### config.mk
export PLATFORM = sky130hd
export DESIGN_NAME = mfp_irq_ctrl
export DESIGN_NICKNAME = d
export VERILOG_FILES = /design/src/rtl/mfp_pkg.sv /design/src/rtl/mfp_prio_enc.sv /design/src/rtl/mfp_irq_ctrl.sv
export SDC_FILE = /design/constraint.sdc
export NUM_CORES = 1
export LEC_CHECK = 0
export BUFFER_PORTS_ARGS = -buffer_cell sky130_fd_sc_hd__buf_2
export CORE_ASPECT_RATIO = 0.5
export CORE_MARGIN = 1.5
export CORE_UTILIZATION = 35
export DETAILED_ROUTE_END_ITERATION = 10
export PLACE_DENSITY = 0.54
export SYNTH_ARGS = -nofsm -noshare
export SYNTH_HDL_FRONTEND = slang
export SYNTH_SLANG_ARGS = --single-unit
export TNS_END_PERCENT = 20
### constraint.sdc
create_clock -name CLK -period 3.8 [get_ports CLK]
set_input_delay 0.95 -clock CLK [delete_from_list [all_inputs] [get_ports CLK]]
set_output_delay 0.95 -clock CLK [all_outputs]
set_load 0.005 [all_outputs]
### src/rtl/mfp_pkg.sv
// Shared constants and types for the MFP68901 interrupt controller.
package mfp_pkg;

  localparam int unsigned NUM_SRC      = 16;
  localparam logic [7:0]  SPUR_VEC_DEF = 8'h18;
  localparam int unsigned VR_S_BIT     = 3;

  localparam logic [3:0] ADDR_IERA = 4'd0;
  localparam logic [3:0] ADDR_IERB = 4'd1;
  localparam logic [3:0] ADDR_IPRA = 4'd2;
  localparam logic [3:0] ADDR_IPRB = 4'd3;
  localparam logic [3:0] ADDR_ISRA = 4'd4;
  localparam logic [3:0] ADDR_ISRB = 4'd5;
  localparam logic [3:0] ADDR_IMRA = 4'd6;
  localparam logic [3:0] ADDR_IMRB = 4'd7;
  localparam logic [3:0] ADDR_VR   = 4'd8;

  typedef enum logic [1:0] {
    IDLE,
    LATCH,
    DRIVE,
    WAIT_REL
  } irq_state_e;

endpackage

### src/rtl/mfp_prio_enc.sv
// Fixed-priority encoder: highest set bit wins, valid flags a non-empty input.
module mfp_prio_enc
  import mfp_pkg::*;
(
  input  logic [NUM_SRC-1:0] req,
  output logic [3:0]         idx,
  output logic               valid
);

  always_comb begin
    idx   = '0;
    valid = 1'b0;
    for (int unsigned i = 0; i < NUM_SRC; i++) begin
      if (req[i]) begin
        idx   = 4'(i);
        valid = 1'b1;
      end
    end
  end

endmodule

### src/rtl/mfp_irq_ctrl.sv
// MFP68901 interrupt controller: IER/IPR/ISR/IMR/VR registers, fixed priority, level IACK handshake.
// Optional daisy chain via `define MFP_IRQ_DAISY_EN (default build ignores IEI_N, IEO_N tied high).
module mfp_irq_ctrl
  import mfp_pkg::*;
#(
  parameter logic [7:0] SPUR_VEC = SPUR_VEC_DEF
) (
  input  logic               CLK,
  input  logic               RST,
  input  logic               CLK_EN,
  input  logic [NUM_SRC-1:0] SRC_EDGE,
  input  logic               REG_WE,
  input  logic [3:0]         REG_ADDR,
  input  logic [7:0]         REG_DI,
  output logic [7:0]         REG_DO,
  output logic               IRQ,
  input  logic               IACK,
  output logic [7:0]         VEC_O,
  output logic               VEC_VALID,
  input  logic               IEI_N,
  output logic               IEO_N
);

  logic [NUM_SRC-1:0] ier, ipr, isr, imr;
  logic [NUM_SRC-1:0] ier_n, ipr_n, isr_n, imr_n;
  logic [7:0]         vr, vr_n;
  logic [7:0]         vec_q, vec_n;
  logic               vv_q, vv_n, irq_q, irq_n;
  logic               iack_arm, iack_arm_n;
  logic               ack_fire;
  irq_state_e         state, state_n;

  logic [3:0] w_idx, isr_idx;
  logic       e_valid, isr_valid, blocked, iei_ok;

  mfp_prio_enc u_enc_e (
    .req   (ipr & imr),
    .idx   (w_idx),
    .valid (e_valid)
  );

  mfp_prio_enc u_enc_isr (
    .req   (isr),
    .idx   (isr_idx),
    .valid (isr_valid)
  );

  assign blocked = isr_valid && (w_idx <= isr_idx);

`ifdef MFP_IRQ_DAISY_EN
  assign iei_ok = ~IEI_N;
  assign IEO_N  = ~(~IEI_N & (~e_valid | blocked));
`else
  logic iei_unused;
  assign iei_unused = IEI_N;
  assign iei_ok     = 1'b1;
  assign IEO_N      = 1'b1;
`endif

  // Handshake: the acknowledge effects are applied on the LATCH->DRIVE edge
  // so VEC_VALID appears two cycles after IACK and IPR already reads cleared in DRIVE.
  always_comb begin
    state_n  = state;
    vec_n    = vec_q;
    vv_n     = vv_q;
    ack_fire = 1'b0;
    case (state)
      IDLE:     if (IACK && iack_arm && iei_ok) state_n = LATCH;
      LATCH: begin
        state_n  = DRIVE;
        ack_fire = e_valid;
        vec_n    = e_valid ? {vr[7:4], w_idx} : SPUR_VEC;
        vv_n     = 1'b1;
      end
      DRIVE: begin
        if (!IACK) begin
          vv_n    = 1'b0;
          state_n = IDLE;
        end else begin
          state_n = WAIT_REL;
        end
      end
      WAIT_REL: begin
        if (!IACK) begin
          vv_n    = 1'b0;
          state_n = IDLE;
        end
      end
      default:  state_n = IDLE;
    endcase
  end

  // Order matters: clears, then edge sets, then IER-zero discard last.
  always_comb begin
    ier_n = ier;
    ipr_n = ipr;
    isr_n = isr;
    imr_n = imr;
    vr_n  = vr;
    if (REG_WE) begin
      case (REG_ADDR)
        ADDR_IERA: ier_n[15:8] = REG_DI;
        ADDR_IERB: ier_n[7:0]  = REG_DI;
        ADDR_IPRA: ipr_n[15:8] = ipr[15:8] & REG_DI;
        ADDR_IPRB: ipr_n[7:0]  = ipr[7:0] & REG_DI;
        ADDR_ISRA: isr_n[15:8] = isr[15:8] & REG_DI;
        ADDR_ISRB: isr_n[7:0]  = isr[7:0] & REG_DI;
        ADDR_IMRA: imr_n[15:8] = REG_DI;
        ADDR_IMRB: imr_n[7:0]  = REG_DI;
        ADDR_VR:   vr_n        = REG_DI;
        default:   ;
      endcase
    end
    if (ack_fire) begin
      ipr_n[w_idx] = 1'b0;
      if (vr[VR_S_BIT]) isr_n[w_idx] = 1'b1;
    end
    ipr_n = ipr_n | (SRC_EDGE & ier);
    ipr_n = ipr_n & ier_n;
  end

  assign irq_n      = e_valid && !blocked && (state == IDLE) && iei_ok;
  assign iack_arm_n = iack_arm | ~IACK;

  always_ff @(posedge CLK or posedge RST) begin
    if (RST) begin
      state    <= IDLE;
      ier      <= '0;
      ipr      <= '0;
      isr      <= '0;
      imr      <= '0;
      vr       <= '0;
      vec_q    <= '0;
      vv_q     <= 1'b0;
      irq_q    <= 1'b0;
      iack_arm <= 1'b0;
    end else if (CLK_EN) begin
      state    <= state_n;
      ier      <= ier_n;
      ipr      <= ipr_n;
      isr      <= isr_n;
      imr      <= imr_n;
      vr       <= vr_n;
      vec_q    <= vec_n;
      vv_q     <= vv_n;
      irq_q    <= irq_n;
      iack_arm <= iack_arm_n;
    end
  end

  always_comb begin
    case (REG_ADDR)
      ADDR_IERA: REG_DO = ier[15:8];
      ADDR_IERB: REG_DO = ier[7:0];
      ADDR_IPRA: REG_DO = ipr[15:8];
      ADDR_IPRB: REG_DO = ipr[7:0];
      ADDR_ISRA: REG_DO = isr[15:8];
      ADDR_ISRB: REG_DO = isr[7:0];
      ADDR_IMRA: REG_DO = imr[15:8];
      ADDR_IMRB: REG_DO = imr[7:0];
      ADDR_VR:   REG_DO = vr;
      default:   REG_DO = '0;
    endcase
  end

  assign IRQ       = irq_q;
  assign VEC_O     = vec_q;
  assign VEC_VALID = vv_q;

endmodule

==> results.yml, run 1 <==
layout:
  layout_common_cells: "85 x dfrtp_1, 50 x buf_2, 47 x mux2_2"
  utilization_pct: 41.8
  final_common_cell: "dfrtp_1"
  antenna_cells: 0
  layout-drive-gt1-share_pct: 26.4
  area_growth_pct: 16.4
  fin_cells: 782
  final_cell_area_um2: 6040
  fin_nets: 617
route:
  firstDrtPassIters: 6
  routed_via_density: 6.31
  routed_wirelength_um: 19300
  first_iter_violations: 560
  ant_nets: 0
  dr_total_vias: 4935
  wl_per_cell_um: 24.6
  post-route-drc-count: 0
clock_network:
  cts_setup_buffers: 0
  clk_latency_ns: 0.35
  clockBufferDepth: 2
  path_clk_slew_ns: 0.07
  cts_buffers: 9
  numClockSinks: 85
  cts_hold_buf: 0
  htree_levels: 3
  root_buffer: "clkbuf_16"
  cts_tree: "yes"
  cts_resized: 0
logic_synthesis:
  synth_xor_xnor_area_share_pct: 0
  synth.cell_area_um2: 5190
  synthAdderAreaFrac_pct: 0.964
  yosys_warnings: 0
  synth.area.mux_share_pct: 13.3
  synthDistinctLibCells: 78
  synth_compound_area_share_pct: 26.9
  synth_top_family_by_area: "compound AO/OA/AOI/OAI gates"
  synthFlopType: "dfrtp_1"
  synth-seq-cells: 85
  synth_top_area_share_pct: 41.0
  async_flop_share_pct: 100
  synth_nets: 562
  yosys.area_share.simple_pct: 14.3
  syn_avg_cell_area_um2: 9.91
  postSynthCellCount: 524
  netlist_top_cells_area: "dfrtp_1 41%, mux2_2 10%, o21ai_0 3.6%"
  netlist.top_cell.by_area: "dfrtp_1"
  synth_edf_count: 0
  synth_seq_area_share_pct: 41.0
sta:
  setup_viol: 0
  rsz0062_at_grt: "false"
  min_period_ns: 3.71
  hold_violations: 0
  slew_viol_final: 0
  fin_setup_tns_ns: 0
  max_freq_mhz: 270
  clock_skew_ns: 0.00963
  worst_slew_pin_slew_ns: 0.936
  period_share_pct: 97.6
  max_slew_margin_pct: 36.8
global_route:
  grt_pass1_wl_um: 28800
  grt_max_degree: 47
  grt_usage_pct: 25.5
  overflow: 0
  antenna_found_initial: 0
  grt_pass1_vias: 4614
power:
  power_leakage_uw: 0.00252
  power.density_cell_area_nw_per_um2: 522
  peakVddDrop_uv: 230
placement:
  io_buffers: 50
  hpwl_um: 14500
  gp_congestion: 0.968
  place_inst: 766
  place_area_um2: 5760
die:
  chipWidth_um: 175
  io_pins: 53
  die-height_um: 89.1
  core_area_um2: 14500
  die_area_um2: 15600
  rows: 31
  start_util_pct: 35.9
setup_path:
  cp_max_fo: 22
  cp.arrival_ns: 2.76
  crit_required_ns: 2.85
  worstSetupStartpointType: "input pin"
  critPathKind: "input pin to primary output"
  endpoint_kind: "primary output"
hold_path:
  hold_path.class: "flop to flop"
run:
  cap_viol_max_count: 0
outcome:
  status: "finished, final reports clean"
metrics by stage:
step           hold slack, ns  total power (uW)  worst slack [ns]
6_report                0.485              3160            0.0924
5_1_grt                 0.507              3320            0.0318
4_1_cts                 0.484              3140             0.129
3_5_place_dp            0.464              2280             0.143
3_3_place_gp            0.455              2260             0.152
2_1_floorplan           0.435              1860             0.435
per-layer routing:
layer  up-vias  track usage [%]  wire (um)
met2       233             36.8       7730
li1       2184                -          -
met5         -                0          0
met1      2497             36.5       9160
met3        21             7.99       2000
met4         0             6.99        367
cells in the mapped netlist, drive strengths merged, types with 4 or more instances:
master   instances
o221ai          11
mux2            47
a32oi            4
clkbuf          24
nor3             7
dfrtp           85
a31oi           10
ha               4
a32o             5
and2             6
a221oi          10
nor2            25
nand2b          10
nand3           20
mux2i            7
a22oi           11
o31ai            6
a211oi           4
a22o            13
a222oi           4
o41ai            5
a21oi           20
inv             13
nand2           38
o22ai            5
mux4             4
buf              7
nor2b            7
nand4            6
o21ai           40
o2111ai          5
o2bb2ai          4
critical path: stages:
cell	delay, ns
buf_2	0.44
buf_4	0.22
mux2_2	0.36
a22oi_1	0.21
nor2_1	0.07
a221oi_1	0.26
o21ai_0	0.12
buf_2	0.13
worst paths after layout:
kind | startpoint | depth (start not counted) | slack [ns] | endpoint
max | REG_ADDR[1] | 8 | 0.09 | REG_DO[5]
min | iack_arm | 1 | 0.49 | iack_arm
max reg2reg | ipr[9] | 5 | 1.13 | ipr[11]
min reg2reg | iack_arm | 1 | 0.49 | iack_arm
max in group asynchronous | RST | 3 | 2.40 | ipr[11]
min in group asynchronous | RST | 2 | 0.68 | VEC_VALID
cells by family (layout without fill, tap and decap cells):
kind of cell	count (synthesis)	after routing
AO/OA/AOI/OAI	191	191
multiplexers	58	58
adder cells (fa/ha/maj)	4	4
flip-flops	85	85
other	1	1
buffers and inverters	44	104
AND/OR/NAND/NOR	141	141
where the power goes:
| part | internal, uW | switching, uW | total (uW) |
|---|---|---|---|
| combinational | 425 | 554 | 979 |
| clock | 451 | 413 | 863 |
| sequential | 1080 | 234 | 1310 |
| total | 1950 | 1200 | 3160 |
cell type report:
cell class / count / area (um2)
Multi-Input combinational cell: 395 / 2890
Fill cell: 1420 / 8420
Timing Repair Buffer: 75 / 450
Clock buffer: 9 / 225
Sequential cell: 85 / 2130
Clock inverter: 7 / 55.1
Tap cell: 198 / 248
Inverter: 13 / 50.0
state kept, by name (all words and copies together), names as in the netlist:
name	cells
IRQ	1
VEC_O	8
VEC_VALID	1
iack_arm	1
ier	16
imr	16
ipr	16
isr	16
state	2
vr	8
(Power assumes the default switching activity.)
==> inputs of run 2 (changes only) <==
==> constraint.sdc (replaced) <==
create_clock -name CLK -period 3.8 [get_ports CLK]
set_input_delay 0.76 -clock CLK [delete_from_list [all_inputs] [get_ports CLK]]
set_output_delay 0.76 -clock CLK [all_outputs]
set_load 0.005 [all_outputs]
==> results.yml, run 2 (synthesis results as in run 1) <==
clock_network:
  root_buffer: "clkbuf_16"
  path_clk_slew_ns: 0.07
  cts_buffers: 9
  clk_latency_ns: 0.35
  cts_resized: 0
  numClockSinks: 85
  cts_tree: "yes"
  cts_setup_buffers: 0
  htree_levels: 3
  clockBufferDepth: 2
  cts_hold_buf: 0
sta:
  hold_violations: 0
  worst_slew_pin_slew_ns: 0.975
  setup_viol: 0
  fin_setup_tns_ns: 0
  rsz0062_at_grt: "false"
  max_slew_margin_pct: 34.2
  period_share_pct: 87.8
  min_period_ns: 3.34
  slew_viol_final: 0
  max_freq_mhz: 300
  clock_skew_ns: 0.00835
global_route:
  grt_pass1_vias: 4564
  grt_pass1_wl_um: 28900
  grt_max_degree: 39
  antenna_found_initial: 0
  overflow: 0
  grt_usage_pct: 25.5
setup_path:
  rr_worst_depth: 5
  worstPathCellList: "buf_2 -> buf_4 -> mux2i_1 -> o21ai_0 -> a222oi_1 -> nand3_1 -> a21o_1 -> buf_2"
  cp.arrival_ns: 2.58
  cp_common_cell: "buf_2"
  crit_required_ns: 3.04
  cp_num_buf_inv: 3
  worstSetupStartpointType: "input pin"
  r2r_setup_slack_ns: 1.07
  crit_family: "buffers and inverters"
  cpPeakStageDelay_ns: 0.43
  endpoint_kind: "primary output"
  critPathKind: "input pin to primary output"
  slowest_stage: "buf_2"
  cp_max_fo: 23
  timing.rr.start: "imr[7]"
  rr_endpoint: "isr[7]"
power:
  power.density_cell_area_nw_per_um2: 531
  fin_total_pwr_uw: 3210
  peakVddDrop_uv: 246
  power_leakage_uw: 0.00252
die:
  die-height_um: 89.1
  io_pins: 53
  core_area_um2: 14500
  die_area_um2: 15600
  chipWidth_um: 175
  start_util_pct: 35.9
  rows: 31
layout:
  layout_common_cells: "85 x dfrtp_1, 50 x buf_2, 47 x mux2_2"
  layout-drive-gt1-share_pct: 26.2
  antenna_cells: 0
  fin_nets: 616
  area_growth_pct: 16.5
  final_common_cell: "dfrtp_1"
  final_cell_area_um2: 6050
placement:
  place_area_um2: 5740
  hpwl_um: 14400
  io_buffers: 50
  gp_congestion: 0.938
outcome:
  status: "finished, final reports clean"
run:
  cap_viol_max_count: 0
route:
  ant_nets: 0
  routed_wirelength_um: 19300
  post-route-drc-count: 0
  wl_per_cell_um: 24.7
  dr_total_vias: 4953
  firstDrtPassIters: 9
  first_iter_violations: 618
  routed_via_density: 6.34
hold_path:
  hold_path.class: "input pin to asynchronous set/reset pin"
-- run 2: cell types whose count changed in the layout (fill, tap and decap cells not counted), sizes merged --
cell    previous run  this run
bufinv             0         1
clkinv             3         2
buf               75        74
-- run 2: area by class of cell --
cell class	instances	area (um2)
fill	1429	8420
clock buffer	9	225
clock inverter	7	80.1
timing repair buffer	74	430
sequential	85	2130
inverter	13	50.0
tap	198	248
multi-input combinational	395	2890
-- run 2: power by group --
part | switching (uW) | leakage [uW] | internal (uW)
registers | 231 | 0.00111 | 1080
clock network | 401 | 0.000143 | 518
logic | 557 | 0.00127 | 424
-- run 2: metal layers --
layer | track usage [%] | up-vias | part of all wire (%)
met1 | 37.0 | 2495 | 48
li1 | - | 2205 | -
met3 | 6.68 | 31 | 9.6
met5 | 3.27 | - | 0.40
met4 | 6.45 | 2 | 1.6
met2 | 37.1 | 220 | 41
-- run 2: per-stage QoR --
step | hold WS (ns) | setup WS (ns) | std cells | util, %
after detailed placement | 0.475 | 0.515 | 765 | 39.7
after CTS | 0.481 | 0.517 | 781 | 41.8
final | 0.452 | 0.464 | 781 | 41.8
after global routing | 0.496 | 0.407 | 781 | 41.8
after floorplan | 0.435 | 0.815 | 524 | -
after global placement | 0.468 | 0.511 | 765 | 39.7
-- run 2: how the worst max path moves through the flow --
stage,from,end,slack (ns),cells after the start
floorplan,REG_ADDR[0],REG_DO[7],0.81,5
finish,REG_ADDR[1],REG_DO[6],0.46,8
CTS,REG_ADDR[1],REG_DO[2],0.52,8
global route,REG_ADDR[1],REG_DO[6],0.41,8
global placement,REG_ADDR[1],REG_DO[2],0.51,8
detailed placement,REG_ADDR[1],REG_DO[2],0.52,8
